## src/rtl/fbcpu_loader_if.sv

```systemverilog
// Framed program stream into the loader: one word per valid/ready handshake.
interface fbcpu_loader_if #(
    parameter int unsigned DATA_WIDTH = 10
) ();
    logic                  i_valid;
    logic [DATA_WIDTH-1:0] i_data;
    logic                  o_ready;

    modport master (output i_valid, output i_data, input o_ready);
    modport slave  (input i_valid, input i_data, output o_ready);
endinterface

```

## src/rtl/fbcpu_loader.sv

```systemverilog
// Loads a length/payload/checksum frame into FBCPU RAM while holding the CPU in reset,
// then releases the CPU and hands the RAM port over to it.
module fbcpu_loader #(
    parameter int unsigned ADDRESS_WIDTH = 6,
    parameter int unsigned DATA_WIDTH    = 10
) (
    input  logic                     clk,
    input  logic                     rst,
    fbcpu_loader_if.slave            i_stream,
    input  logic                     i_restart,
    input  logic                     i_cpu_we,
    input  logic [ADDRESS_WIDTH-1:0] i_cpu_addr,
    input  logic [DATA_WIDTH-1:0]    i_cpu_data,
    output logic                     o_we,
    output logic [ADDRESS_WIDTH-1:0] o_addr,
    output logic [DATA_WIDTH-1:0]    o_data,
    output logic                     o_cpu_rst,
    output logic                     o_done,
    output logic                     o_error
);
    localparam int unsigned CW    = ADDRESS_WIDTH + 1;
    localparam int unsigned DEPTH = 1 << ADDRESS_WIDTH;

    typedef enum logic [2:0] {
        S_IDLE,
        S_LOAD,
        S_CHECK,
        S_RUN,
        S_ERROR
    } state_t;

    state_t                   r_state;
    logic                     r_ready;
    logic                     r_we;
    logic [ADDRESS_WIDTH-1:0] r_addr;
    logic [DATA_WIDTH-1:0]    r_data;
    logic                     r_cpu_rst;
    logic                     r_done;
    logic                     r_error;
    logic [DATA_WIDTH-1:0]    r_sum;
    logic [CW-1:0]            r_cnt;
    logic [CW-1:0]            r_len;

    logic                     w_accept;
    logic                     w_len_ok;
    logic                     w_run;
    logic [CW-1:0]            w_cnt_next;

    assign w_accept   = i_stream.i_valid && r_ready;
    assign w_len_ok   = (i_stream.i_data != '0) && (32'(i_stream.i_data) <= DEPTH);
    assign w_cnt_next = r_cnt + CW'(1);
    assign w_run      = (r_state == S_RUN);

    assign i_stream.o_ready = r_ready;

    // Once running, the CPU owns the RAM port with no added latency.
    assign o_we      = w_run ? i_cpu_we   : r_we;
    assign o_addr    = w_run ? i_cpu_addr : r_addr;
    assign o_data    = w_run ? i_cpu_data : r_data;
    assign o_cpu_rst = r_cpu_rst;
    assign o_done    = r_done;
    assign o_error   = r_error;

    always_ff @(posedge clk or negedge rst) begin
        if (!rst) begin
            r_state   <= S_IDLE;
            r_ready   <= 1'b0;
            r_we      <= 1'b0;
            r_addr    <= '0;
            r_data    <= '0;
            r_cpu_rst <= 1'b1;
            r_done    <= 1'b0;
            r_error   <= 1'b0;
            r_sum     <= '0;
            r_cnt     <= '0;
            r_len     <= '0;
        end else begin
            r_we <= 1'b0;
            case (r_state)
                S_IDLE: begin
                    r_ready <= 1'b1;
                    if (w_accept) begin
                        if (w_len_ok) begin
                            r_len   <= CW'(i_stream.i_data);
                            r_cnt   <= '0;
                            r_sum   <= '0;
                            r_state <= S_LOAD;
                        end else begin
                            r_ready <= 1'b0;
                            r_state <= S_ERROR;
                        end
                    end
                end
                S_LOAD: begin
                    if (w_accept) begin
                        r_we    <= 1'b1;
                        r_addr  <= r_cnt[ADDRESS_WIDTH-1:0];
                        r_data  <= i_stream.i_data;
                        r_sum   <= r_sum + i_stream.i_data;
                        r_cnt   <= w_cnt_next;
                        if (w_cnt_next == r_len) begin
                            r_state <= S_CHECK;
                        end
                    end
                end
                S_CHECK: begin
                    if (w_accept) begin
                        r_ready <= 1'b0;
                        r_state <= (i_stream.i_data == r_sum) ? S_RUN : S_ERROR;
                    end
                end
                // CPU leaves reset one edge after entry, after the last payload write retired.
                S_RUN: begin
                    if (i_restart) begin
                        r_state   <= S_IDLE;
                        r_ready   <= 1'b1;
                        r_done    <= 1'b0;
                        r_cpu_rst <= 1'b1;
                    end else begin
                        r_done    <= 1'b1;
                        r_cpu_rst <= 1'b0;
                    end
                end
                S_ERROR: begin
                    if (i_restart) begin
                        r_state <= S_IDLE;
                        r_ready <= 1'b1;
                        r_error <= 1'b0;
                    end else begin
                        r_error <= 1'b1;
                    end
                end
                default: begin
                    r_state <= S_IDLE;
                end
            endcase
        end
    end
endmodule

```

## src/flat_wrapper.sv

```systemverilog
// flat-port wrapper written by rule: the top's interface ports become plain ports
module fbcpu_loader_flat 
#(
    parameter int unsigned ADDRESS_WIDTH = 6,
    parameter int unsigned DATA_WIDTH    = 10
)
  (clk, rst, i_restart, i_cpu_we, i_cpu_addr, i_cpu_data, o_we, o_addr, o_data, o_cpu_rst, o_done, o_error, i_stream_i_valid, i_stream_i_data, i_stream_o_ready);
  fbcpu_loader_if #(.DATA_WIDTH(DATA_WIDTH)) i_stream_i ();
  input  logic clk;
  input  logic rst;
  input  logic i_restart;
  input  logic i_cpu_we;
  input  logic [ADDRESS_WIDTH-1:0] i_cpu_addr;
  input  logic [DATA_WIDTH-1:0] i_cpu_data;
  output logic o_we;
  output logic [ADDRESS_WIDTH-1:0] o_addr;
  output logic [DATA_WIDTH-1:0] o_data;
  output logic o_cpu_rst;
  output logic o_done;
  output logic o_error;
  input wire logic [$bits(i_stream_i.i_valid)-1:0] i_stream_i_valid;
  input wire logic [$bits(i_stream_i.i_data)-1:0] i_stream_i_data;
  output wire logic [$bits(i_stream_i.o_ready)-1:0] i_stream_o_ready;
  assign i_stream_i.i_valid = i_stream_i_valid;
  assign i_stream_i.i_data = i_stream_i_data;
  assign i_stream_o_ready = i_stream_i.o_ready;
  fbcpu_loader #(.ADDRESS_WIDTH(ADDRESS_WIDTH), .DATA_WIDTH(DATA_WIDTH)) u_core (.clk(clk), .rst(rst), .i_stream(i_stream_i), .i_restart(i_restart), .i_cpu_we(i_cpu_we), .i_cpu_addr(i_cpu_addr), .i_cpu_data(i_cpu_data), .o_we(o_we), .o_addr(o_addr), .o_data(o_data), .o_cpu_rst(o_cpu_rst), .o_done(o_done), .o_error(o_error));
endmodule
```

## config.mk

```make
export PLATFORM = sky130hd
export DESIGN_NAME = fbcpu_loader_flat
export DESIGN_NICKNAME = d
export VERILOG_FILES = /design/src/rtl/fbcpu_loader_if.sv /design/src/rtl/fbcpu_loader.sv /design/src/flat_wrapper.sv
export SDC_FILE = /design/constraint.sdc
export NUM_CORES = 1
export LEC_CHECK = 0
export CORE_ASPECT_RATIO = 0.6
export CORE_MARGIN = 2
export CORE_UTILIZATION = 48
export CTS_BUF_LIST = sky130_fd_sc_hd__clkbuf_4 sky130_fd_sc_hd__clkbuf_8
export DETAILED_ROUTE_END_ITERATION = 6
export PLACE_DENSITY = 0.74
export SLEW_MARGIN = 20
export SYNTH_ARGS = -nofsm -noshare
export SYNTH_HDL_FRONTEND = slang
export SYNTH_SLANG_ARGS = --single-unit
```

## constraint.sdc

```tcl
create_clock -name clk -period 5.37 [get_ports clk]
set_input_delay 0.8055 -clock clk [delete_from_list [all_inputs] [get_ports clk]]
set_output_delay 0.8055 -clock clk [all_outputs]
set_load 0.01 [all_outputs]
```

After elaboration in Yosys (flattened, before gate mapping) --
Index checks and enable logic that the tools add are counted.
Word-level totals: register bits 48, bits in latches 0, RAM bits 0, memory bits (read-only) 0, bits of input ports 31, output and inout bits 21, memories kept 0
Cells by class: $add $sub $neg 2, $mul 0, divide/modulo/power cells 0, order comparisons 1, equal/unequal tests 12, shift-type cells 0, muxes and demuxes 28, bitwise operators 0, reduce and logical (&&, ||, !) cells 12
Operator list (count):
- two-way mux 10 bit | 4
- two-way mux 3 bit | 7
- two-way mux 7 bit | 3
- one-hot mux 10 bit (2 select lines) | 1
- one-hot mux 7 bit (2 select lines) | 1
- inequality test 2 x 1 -> 1 bit (second input constant) | 6
- one-hot mux 3 bit (4 select lines) | 1
- adder 10 bit | 1
- equality test 10 bit | 1
- <= comparator 10 x 7 -> 1 bit (second input constant) | 1
- nonzero test 10 bit | 1
- two-way mux 1 bit | 9
- adder 7 x 1 -> 7 bit (second input constant) | 1
- equality test 7 bit | 1
- equality test 3 x 2 -> 1 bit (second input constant) | 2
- two-way mux 6 bit | 1
- AND reduction 3 bit | 2
- AND reduction 5 bit | 1
- AND reduction 4 bit | 1
- equality test 3 x 1 -> 1 bit (second input constant) | 1
- equality test 3 bit (second input constant) | 1
- zero test 3 bit | 1
- one-hot mux 1 bit (3 select lines) | 1
- nonzero test 3 bit | 1
- other kinds (4) | 5

Logic depth before layout (Yosys ltp) --
word-level depth 5, gate-level depth with buffers 9, gate-level depth less buffers 9

Worst setup path before layout --
OpenSTA, ideal clock, no wires.
path kind input to register, start point in i_stream_i_data[1], end point reg u_core.r_len[0], arrival time 2298 ps, path slack 2947 ps, cell stages on the path 6, path buffers 1, cells stage by stage nor4_1 > and3_1 > o21ai_2 > or4b_1 > buf_6 > mux2_4
Between the ends: longest elaborated chain between the ends 3, elaborated cells on any way between the ends 4, classes of those cells order compare (1); reduce/logical (3)
RTL lines:
- start: declaration | line flat_wrapper.sv:22 | input wire logic [$bits(i_stream_i.i_data)-1:0] i_stream_i_data;
- <= comparator 10 x 7 -> 1 bit or nonzero test 10 bit (tied branches) | line fbcpu_loader.sv:50 | assign w_len_ok = (i_stream.i_data != '0) && (32'(i_stream.i_data) <= DEPTH);
- logical AND 1 bit (*) | line fbcpu_loader.sv:50
- AND reduction 3 bit (no source line) (*)
- end signal: assignment | line fbcpu_loader.sv:84 | r_len <= CW'(i_stream.i_data);
- end: declaration | line fbcpu_loader.sv:42 | logic [CW-1:0] r_len;
Mark *: on every way between the ends. The rest lies on a longest branch, timed or not. A chain may end at the register's enable or synchronous reset.

Worst setup path in the final report --
start point reg u_core.r_state[2], end point out o_data[2]
Between the ends: longest elaborated chain between the ends 2
RTL lines:
- start: declaration | line fbcpu_loader.sv:32 | state_t r_state;
- start signal: assignment | line fbcpu_loader.sv:109 | r_state <= (i_stream.i_data == r_sum) ? S_RUN : S_ERROR;
- equality test 3 x 2 -> 1 bit | line fbcpu_loader.sv:52 | assign w_run = (r_state == S_RUN);
- two-way mux 10 bit | line fbcpu_loader.sv:59 | assign o_data = w_run ? i_cpu_data : r_data;
- end: declaration | line flat_wrapper.sv:17 | output logic [DATA_WIDTH-1:0] o_data;
Every way passes these cells.

==> results.cfg <==
[power_and_ir_drop]
intPower_w = 0.000903
power.density_mw_per_mm2 = 409
p_leak_nw = 1.56
p_sw_w = 0.000498
seq_power_share = 0.402
comb_power_share = 0.434
peakVddDrop_v = 0.000201
swShare = 0.355
p_clk_frac = 0.165

[finish]
final_util = 0.615
final_common_cell = nand2_1
drive_gt1_frac = 0.108
fillCellCount = 480
fin_nets = 384
mostFrequentLayoutCells = nand2_1, clkdlybuf4s50_1, dfrtp_1
synthToLayoutAreaGrowth_pct = 23.4
stdcell_area_mm2 = 0.00343
antennaDiodeCount = 0
multiInputGateArea_mm2 = 0.00149
final-seq-area_mm2 = 0.00120

[synthesis]
yosysSeqAreaShare = 0.433
synth-main-ff-cell = dfrtp_1
syn_inst = 296
synthesis.area_mm2 = 0.00278
synth_cell_types = 47
yosysWarnings = 0
ys_ff_latch = 48
synth-async-reset-ratio = 1.00
synth_edf_count = 0
syn_nets = 338
syn_avg_cell_area_um2 = 9.38

[clocking]
numCtsBuffers = 5
postCtsSetupRepairBufs = 0
postCtsHoldBufs = 0
clkSinkCount = 48
insertion_delay_ns = 0.31
cts_tree = done
clk_pin_slew_ns = 0.09
htree_levels = 2
ctsResizeCount = 0
cts-root-buf = clkbuf_8
clockBufferDepth = 2

[timing]
final.setup_skew_ns = 0.00376
max_freq_ghz = 0.290
fin_crit_ns = 3.45
rsz0062_at_grt = false
hold_viol = 0
slew-limit-headroom = 0.310
fin_tns_setup_ns = 0
setup_violations = 0
tightest_slew_ns = 1.03
drv_slew = 0
period_share = 0.642

[floorplanning]
die_w_um = 102
row_count = 21
io_pins = 52
die_h_um = 62.9
die-area_mm2 = 0.00643
start_util = 0.499
core_area_mm2 = 0.00557

[critical_path]
crit_type = reg -> out
worst-path-buf-inv = 1
start_kind = flip-flop
path_cells = nand3b_1, mux2_2, clkdlybuf4s50_1
worstSetupEndpointType = output pin
cpPeakStageDelay_ns = 0.82
crit_path_max_fanout = 22
cp_top_family = simple AND/OR/NAND/NOR gates
critPathSlowestCell = nand3b_1
cp.required_ns = 4.56
critPathArrivalTime_ns = 2.64

[global_route]
antenna_found_initial = 0
overflow = 0
track_usage = 0.215
grt_pass1_wl_um = 10800
grt_max_degree = 49
grt_pass1_vias = 2123

[route]
via_per_inst = 5.49
via_count = 2315
detail_route.first_pass.iterations = 4
drt_iter0_drc = 187
wire_per_inst_um = 15.2
drc_errors = 0
ant_nets = 0
wl_um = 6410

[run]
maxCapViolations = 0

[run_status]
status = finished clean

[worst_hold_path]
min_path_type = reg -> reg

[placed_design]
placed_cell_area_mm2 = 0.00333
finalWeightedCongestion = 0.937
portBuffers = 51
dp_hpwl_um = 4480
per-stage QoR:
| stage | power [W] | std cells | hold slack, ns | worst slack (ns) |
|---|---|---|---|---|
| 6_report | 0.00140 | 422 | 0.477 | 1.92 |
| 5_1_grt | 0.00150 | 422 | 0.497 | 1.69 |
| 4_1_cts | 0.00140 | 422 | 0.483 | 1.87 |
| 3_5_place_dp | 0.00117 | 415 | 0.461 | 2.10 |
| 3_3_place_gp | 0.00115 | 415 | 0.455 | 2.17 |
| 2_1_floorplan | 0.000948 | 296 | 0.440 | 2.95 |
layer usage:
| layer | vias to the layer above | part of all wire | GRT usage | wire, um |
|---|---|---|---|---|
| met4 | 0 | 0.0080 | 0.0617 | 51 |
| met5 | - | 0 | 0 | 0 |
| met1 | 1098 | 0.53 | 0.352 | 3410 |
| li1 | 1118 | - | - | - |
| met3 | 7 | 0.074 | 0.0414 | 472 |
| met2 | 92 | 0.39 | 0.283 | 2480 |
worst min-delay path: stages (launching register included):
cell     delay (ns)
dfrtp_1        0.35
nand2_1        0.05
nand2_1        0.05
worst paths after layout:
path	startpoint	endpoint	slack [ns]	cells after the start
min	u_core.r_addr[1]	u_core.r_addr[1]	0.48	2
max in group asynchronous	rst	u_core.r_len[0]	4.47	1
max reg2reg	u_core.r_cnt[0]	u_core.r_state[0]	2.98	7
min in group asynchronous	rst	u_core.r_cnt[6]	0.49	1
max	u_core.r_state[2]	o_data[2]	1.92	3
min reg2reg	u_core.r_addr[1]	u_core.r_addr[1]	0.48	2
logic make-up after synthesis:
| group | after synthesis | share of synthesized area |
|---|---|---|
| buffers and inverters | 22 | 0.0324 |
| multiplexers | 25 | 0.109 |
| adder cells (fa/ha/maj) | 11 | 0.0523 |
| flip-flops | 48 | 0.433 |
| XOR/XNOR | 18 | 0.0568 |
| AND/OR/NAND/NOR | 108 | 0.175 |
| AO/OA/AOI/OAI | 64 | 0.141 |
cell type report:
class / count / share of cell area
Timing Repair Buffer: 52 / 0.150
Sequential cell: 48 / 0.351
Clock buffer: 6 / 0.0241
Multi-Input combinational cell: 226 / 0.433
Inverter: 9 / 0.00985
Tap cell: 80 / 0.0292
Clock inverter: 1 / 0.00255
state kept, by name (all words and copies together), names as in the netlist, 3 cells and up:
register / cells
u_core.r_cnt: 7
u_core.r_sum: 10
u_core.r_len: 7
u_core.r_addr: 6
u_core.r_data: 10
u_core.r_state: 3
power groups by stage:
stage               clock (W)  sequential, W  combinational, W
global route         0.000248       0.000578          0.000673
CTS                  0.000233       0.000561          0.000607
floorplan                   0       0.000539          0.000410
detailed placement          0       0.000566          0.000603
global placement            0       0.000562          0.000586
finish               0.000231       0.000563          0.000608
Yosys cell counts (2+ instances only):
master / count / area (um2)
o211ai_1: 2 / 15.0
a211oi_1: 2 / 15.0
a21oi_1: 15 / 75.1
nand3_1: 4 / 20.0
o31ai_1: 3 / 22.5
nor3b_1: 2 / 15.0
nor3_1: 4 / 20.0
nor2_1: 14 / 52.6
xnor2_1: 11 / 96.3
o21ai_0: 23 / 115
nor2b_1: 4 / 25.0
dfrtp_1: 47 / 1180
nand2b_1: 2 / 12.5
nor4_1: 3 / 18.8
mux2_2: 18 / 203
mux2_4: 6 / 90.1
ha_1: 10 / 125
xor2_1: 7 / 61.3
and3_1: 3 / 18.8
a21o_1: 4 / 30.0
inv_1: 8 / 30.0
nand3b_1: 2 / 15.0
nand2_1: 65 / 244
clkbuf_1: 11 / 41.3
a22o_1: 4 / 35.0
No activity file was read; power rests on OpenSTA's default activity.
==> edit 1 (config.mk and constraints unchanged) <==
`DATA_WIDTH` is set to 10 in 3 places; all go to 5.
--- a/src/rtl/fbcpu_loader_if.sv
+++ b/src/rtl/fbcpu_loader_if.sv
@@ -1,6 +1,6 @@
 // Framed program stream into the loader: one word per valid/ready handshake.
 interface fbcpu_loader_if #(
-    parameter int unsigned DATA_WIDTH = 10
+    parameter int unsigned DATA_WIDTH = 5
 ) ();
     logic                  i_valid;
     logic [DATA_WIDTH-1:0] i_data;
--- a/src/rtl/fbcpu_loader.sv
+++ b/src/rtl/fbcpu_loader.sv
@@ -2,7 +2,7 @@
 // then releases the CPU and hands the RAM port over to it.
 module fbcpu_loader #(
     parameter int unsigned ADDRESS_WIDTH = 6,
-    parameter int unsigned DATA_WIDTH    = 10
+    parameter int unsigned DATA_WIDTH    = 5
 ) (
     input  logic                     clk,
     input  logic                     rst,
--- a/src/flat_wrapper.sv
+++ b/src/flat_wrapper.sv
@@ -2,7 +2,7 @@
 module fbcpu_loader_flat 
 #(
     parameter int unsigned ADDRESS_WIDTH = 6,
-    parameter int unsigned DATA_WIDTH    = 10
+    parameter int unsigned DATA_WIDTH    = 5
 )
   (clk, rst, i_restart, i_cpu_we, i_cpu_addr, i_cpu_data, o_we, o_addr, o_data, o_cpu_rst, o_done, o_error, i_stream_i_valid, i_stream_i_data, i_stream_o_ready);
   fbcpu_loader_if #(.DATA_WIDTH(DATA_WIDTH)) i_stream_i ();
Ports: changed (resized i_cpu_data, i_stream_i_data and o_data); port bits go from 52 to 37. The function was not compared with the original's and may differ.
==> edit 1 against the unedited design <==
Largest power group unchanged; cell area decreased by 28%; critical path depth up 1; sequential power shrank 20%; routed wire length shrank 34%; worst setup slack better by 190 ps; critical path type unchanged; synthesized area down 29%; non-clock buffer count fell by 14; total power fell by 17%; sequential cell count decreased by 12; fmax rose by 6.0%.
==> edit 1: results (changes against the unedited design) <==
hpwl_mm: 2.96  # was 4.48 mm
hold_start: "u_core.r_data[1]"  # was u_core.r_addr[1]
grt_pass1_wl_mm: 7.09  # was 10.8 mm
cts.clk_slew.worst_paths_ps: 70  # was 90 ps
syn-num-nets: 235  # was 338
clk-insertion-delay-late_ps: 290  # was 310 ps
nets: 269  # was 384
grt_start_max_net_pins: 37  # was 49
cp_max_fo: 14  # was 22
drive_gt1_share_pct: 13.6  # was 10.8%
p_sw_mw: 0.417  # was 0.498 mW
vias: 1578  # was 2315
power_frac_seq_pct: 38.3  # was 40.2%
synthTopCellsByArea: "dfrtp_1 (44%), nand2_1 (9.6%), mux2_2 (9.6%)"  # was dfrtp_1 (42%), nand2_1 (8.8%), mux2_2 (7.3%)
arrival_ps: 2450  # was 2640 ps
synth_cell_types: 42  # was 47
max_stage_delay_ps: 630  # was 820 ps
reg2reg_from: "u_core.r_state[0]"  # was u_core.r_cnt[0]
maxSlewHeadroom_pct: 44.4  # was 31.0%
vdd_drop_max_uv: 284  # was 201 uV
crit_slowest_cell: "or3_1"  # was nand3b_1
fill_cells: 358  # was 480
r2r-end: "u_core.r_cnt[4]"  # was u_core.r_state[0]
worstHoldEndpoint: "u_core.r_data[1]"  # was u_core.r_addr[1]
reg_top3: "u_core.r_cnt (7), u_core.r_addr (6)"  # was u_core.r_data (10), u_core.r_sum (10)
p_per_area_nw_per_um2: 473  # was 409 nW/um^2
yosysSeqAreaShare_pct: 45.5  # was 43.3%
ctsResizeCount: 0  # unchanged
drt_wl_total_mm: 4.21  # was 6.41 mm
r2r_slack_ps: 3320  # was 2980 ps
drt_iter0_markers: 71  # was 187
reg2reg_depth: 6  # was 7
post_cts_buffers: 0  # unchanged
gr-usage-all-layers_pct: 20.4  # was 21.5%
combPwrFrac_pct: 43.8  # was 43.4%
hold-worst-slack_ps: 473  # was 477 ps
cts_root_buf: "clkbuf_8"  # unchanged
finalClockSkew_ps: 3.41  # was 3.76 ps
run_status: "finished, final reports clean"  # unchanged
p_leak_nw: 1.11  # was 1.56 nW
synthTopCellsByCount: "nand2_1 (51), dfrtp_1 (35), mux2_2 (17), o21ai_0 (14), nor2_1 (9)"  # was nand2_1 (65), dfrtp_1 (47), o21ai_0 (23), mux2_2 (18), a21oi_1 (15)
port_buffers: 36  # was 51
globalplace.congestion: 0.807  # was 0.937
grt_pass1_vias: 1469  # was 2123
==> edit 1: layout make-up <==
class | count | area share [%]
multi-input combinational | 154 | 40.8
timing repair buffer | 38 | 15.2
tap | 50 | 2.53
inverter | 7 | 1.06
sequential | 36 | 36.5
clock buffer | 8 | 3.95
==> edit 1: worst max path at each step <==
stage | startpoint | to | cells after the start
2_1_floorplan | u_core.r_state[0] | o_addr[0] | 6
3_3_place_gp | i_stream_i_data[3] | u_core.r_state[0] | 7
3_5_place_dp | i_stream_i_data[4] | u_core.r_cnt[4] | 5
4_1_cts | u_core.r_state[0] | o_data[0] | 4
5_1_grt | u_core.r_state[0] | o_addr[2] | 4
6_report | u_core.r_state[0] | o_data[0] | 4
==> edit 1: kinds of logic after synthesis <==
group / share of synthesized area (%)
adder cells (fa/ha/maj): 4.67
buffers and inverters: 3.66
flip-flops: 45.5
AND/OR/NAND/NOR: 19.0
XOR/XNOR: 4.85
AO/OA/AOI/OAI: 12.7
multiplexers: 9.65
==> edit 1: stage by stage <==
step	utilization (%)	setup WS [ps]	area [um^2]	std cells
6_report	61.4	2110	2470	293
2_1_floorplan	-	2950	1980	208
3_5_place_dp	58.9	2340	2380	285
4_1_cts	61.4	2070	2470	293
5_1_grt	61.4	1980	2470	293
3_3_place_gp	58.9	2410	2380	285
==> edit 1: routing by layer <==
layer  global-route usage (%)  routed length [um]  up-vias
met4                     5.47                  38        0
met2                     30.2                1670       38
met1                     29.6                2280      746
li1                         -                   -      789
met3                     5.52                 225        5
met5                        0                   0        -
==> edit 1: worst max-delay path: cells and delay by family, from the launching register on <==
kind | cells | cell delay (ps)
mux | 1 | 330
buf+inv | 2 | 670
simple gates | 1 | 630
flops | 1 | 530
==> edit 2 (same settings) <==
Made on the original files. Register the output `o_error` once more; this adds one clock of latency there. The other outputs are not delayed to match.
--- a/src/rtl/fbcpu_loader.sv
+++ b/src/rtl/fbcpu_loader.sv
@@ -59,7 +59,9 @@
     assign o_data    = w_run ? i_cpu_data : r_data;
     assign o_cpu_rst = r_cpu_rst;
     assign o_done    = r_done;
-    assign o_error   = r_error;
+    always_ff @(posedge clk) begin
+        o_error <= r_error;
+    end
 
     always_ff @(posedge clk or negedge rst) begin
         if (!rst) begin
Check against the original RTL: not equivalent (a bounded check fails within 4 cycles, from zero or initial values and one cycle with rst low).
==> edit 2 against the unedited design <==
Via count rose by 5.3%; cell area grew 2.3%; non-clock buffer count increased by 2; core utilization is 0.85 points higher; sequential share of layout area down 0.23 points; sequential cell count increased by 1; worst setup slack improved by 110 ps; routed wire length up 4.1%; combinational power up 18%; total power up 14%; synthesized area up 1.9%.
==> edit 2: results (changes against the unedited design) <==
run_status: "finished, final reports clean"  # unchanged
hold-worst-slack_ps: 378  # was 477 ps
htreeDepth: 2  # unchanged
maxSlewHeadroom_pct: 41.4  # was 31.0%
hold_path_depth: 0  # was 2
antenna_cells: 0  # unchanged
crit_slowest_cell: "nand2_1"  # was nand3b_1
nets: 393  # was 384
drtPass1Iterations: 4  # unchanged
synth_cell_types: 47  # unchanged
grt_start_max_net_pins: 49  # unchanged
vias: 2437  # was 2315
syn-num-nets: 346  # was 338
grt_pass1_vias: 2323  # was 2123
r2r_slack_ps: 2850  # was 2980 ps
reg2reg_from: "u_core.r_state[2]"  # was u_core.r_cnt[0]
synthTopCellsByCount: "nand2_1 (66), dfrtp_1 (47), o21ai_0 (29), mux2_2 (24), nor2_1 (13)"  # was nand2_1 (65), dfrtp_1 (47), o21ai_0 (23), mux2_2 (18), a21oi_1 (15)
async_reset_ff_share_pct: 98.0  # was 100%
hold_start: "u_core.r_error"  # was u_core.r_addr[1]
reg_top3: "u_core.r_data (10), u_core.r_sum (10)"  # unchanged
cts_root_buf: "clkbuf_8"  # unchanged
vdd_drop_max_uv: 188  # was 201 uV
synthTopCellsByArea: "dfrtp_1 (42%), mux2_2 (9.5%), nand2_1 (8.8%)"  # was dfrtp_1 (42%), nand2_1 (8.8%), mux2_2 (7.3%)
cts_inserted_buffers: 5  # unchanged
ctsResizeCount: 0  # unchanged
ys_warn_count: 0  # unchanged
worstHoldEndpoint: "u_core.o_error"  # was u_core.r_addr[1]
max_stage_delay_ps: 530  # was 820 ps
arrival_ps: 2540  # was 2640 ps
globalplace.congestion: 0.875  # was 0.937
grt_pass1_wl_mm: 11.2  # was 10.8 mm
drive_gt1_share_pct: 11.9  # was 10.8%
r2r-end: "u_core.r_cnt[4]"  # was u_core.r_state[0]
slew_viol_final: 0  # unchanged
min_path_type: "reg -> reg"  # unchanged
post_drt_wl_per_cell_um: 15.4  # was 15.2 um
ys.flop_type: "dfrtp_1"  # unchanged
cp_max_fo: 21  # was 22
gr-usage-all-layers_pct: 22.0  # was 21.5%
hpwl_mm: 4.72  # was 4.48 mm
dpl_worst_slack_ps: 1920  # was 2100 ps
port_buffers: 51  # unchanged
clk-insertion-delay-late_ps: 300
p_leak_nw: 1.61  # was 1.56 nW
antenna_found_initial: 0  # unchanged
reg2reg_depth: 8  # was 7
fill_cells: 501  # was 480
yosysSeqAreaShare_pct: 43.2  # was 43.3%
core_um2: 5620  # was 5570 um^2
finalClockSkew_ps: 4.61  # was 3.76 ps
drt_iter0_markers: 152  # was 187
cts_buffer_depth: 2  # unchanged
[edit 2: cell count changes after synthesis, sizes merged, moves of 3 or more]
cell    unedited run  this run
inv                9         6
buf                2         5
o21ai             25        30
a22o               4         0
a32o               0         3
or3                1         5
a21oi             15         9
a211oi             2         5
xor2               7         4
[edit 2: logic make-up (layout without fill, tap and decap cells)]
| kind of cell | count (synthesis) | count (layout) | share of synthesized area, % |
|---|---|---|---|
| muxes | 24 | 24 | 9.55 |
| and+or+nand+nor | 117 | 117 | 18.9 |
| adders and majority gates | 11 | 11 | 5.13 |
| buffers and inverters | 20 | 68 | 3.05 |
| DFF | 49 | 49 | 43.2 |
| AOI/OAI and AO/OA | 68 | 68 | 15.6 |
| xor gates and xnor gates | 15 | 15 | 4.64 |
[edit 2: worst max path at each step]
stage	startpoint	endpoint	slack [ps]	depth (start not counted)
global route	u_core.r_state[0]	o_data[2]	1850	4
floorplan	i_stream_i_data[0]	u_core.r_sum[8]	2780	9
global placement	i_stream_i_data[0]	u_core.r_sum[8]	2050	10
detailed placement	i_stream_i_data[0]	u_core.r_sum[8]	1920	10
finish	u_core.r_state[0]	o_we	2030	4
CTS	u_core.r_state[0]	o_we	2030	4
[edit 2: layout make-up]
class / count / area (um^2) / share of cell area (%)
multi-input cells: 235 / 1520 / 43.4
flip-flops and latches: 49 / 1220 / 34.8
repair buffers: 54 / 531 / 15.1
well taps: 80 / 100 / 2.85
clock buffers: 6 / 76.3 / 2.18
clock inverters: 2 / 35.0 / 0.999
inverters: 6 / 22.5 / 0.642
[edit 2: power by group]
part	total, mW	switching, mW	internal, mW
Clock	0.269	0.126	0.143
Combinational	0.720	0.341	0.379
Sequential	0.613	0.106	0.507
Total	1.60	0.572	1.03
[edit 2: worst max-delay path, delay by kind of cell (launching register included)]
family / cells / cell delay, ps
buffers and inverters: 1 / 480
DFF: 1 / 510
muxes: 1 / 490
and+or+nand+nor: 2 / 750
[edit 2: metal layers]
layer	part of all wire [%]	vias up	global-route usage (%)
met3	7.3	5	4.77
met5	0	-	0
met1	51	1186	33.9
met2	41	80	31.7
li1	-	1166	-
met4	0.46	0	4.77
[edit 2: per-stage QoR]
stage               cells  instance area [um^2]
finish                432                  3510
global route          432                  3510
CTS                   432                  3510
detailed placement    424                  3390
global placement      424                  3390
floorplan             304                  2830
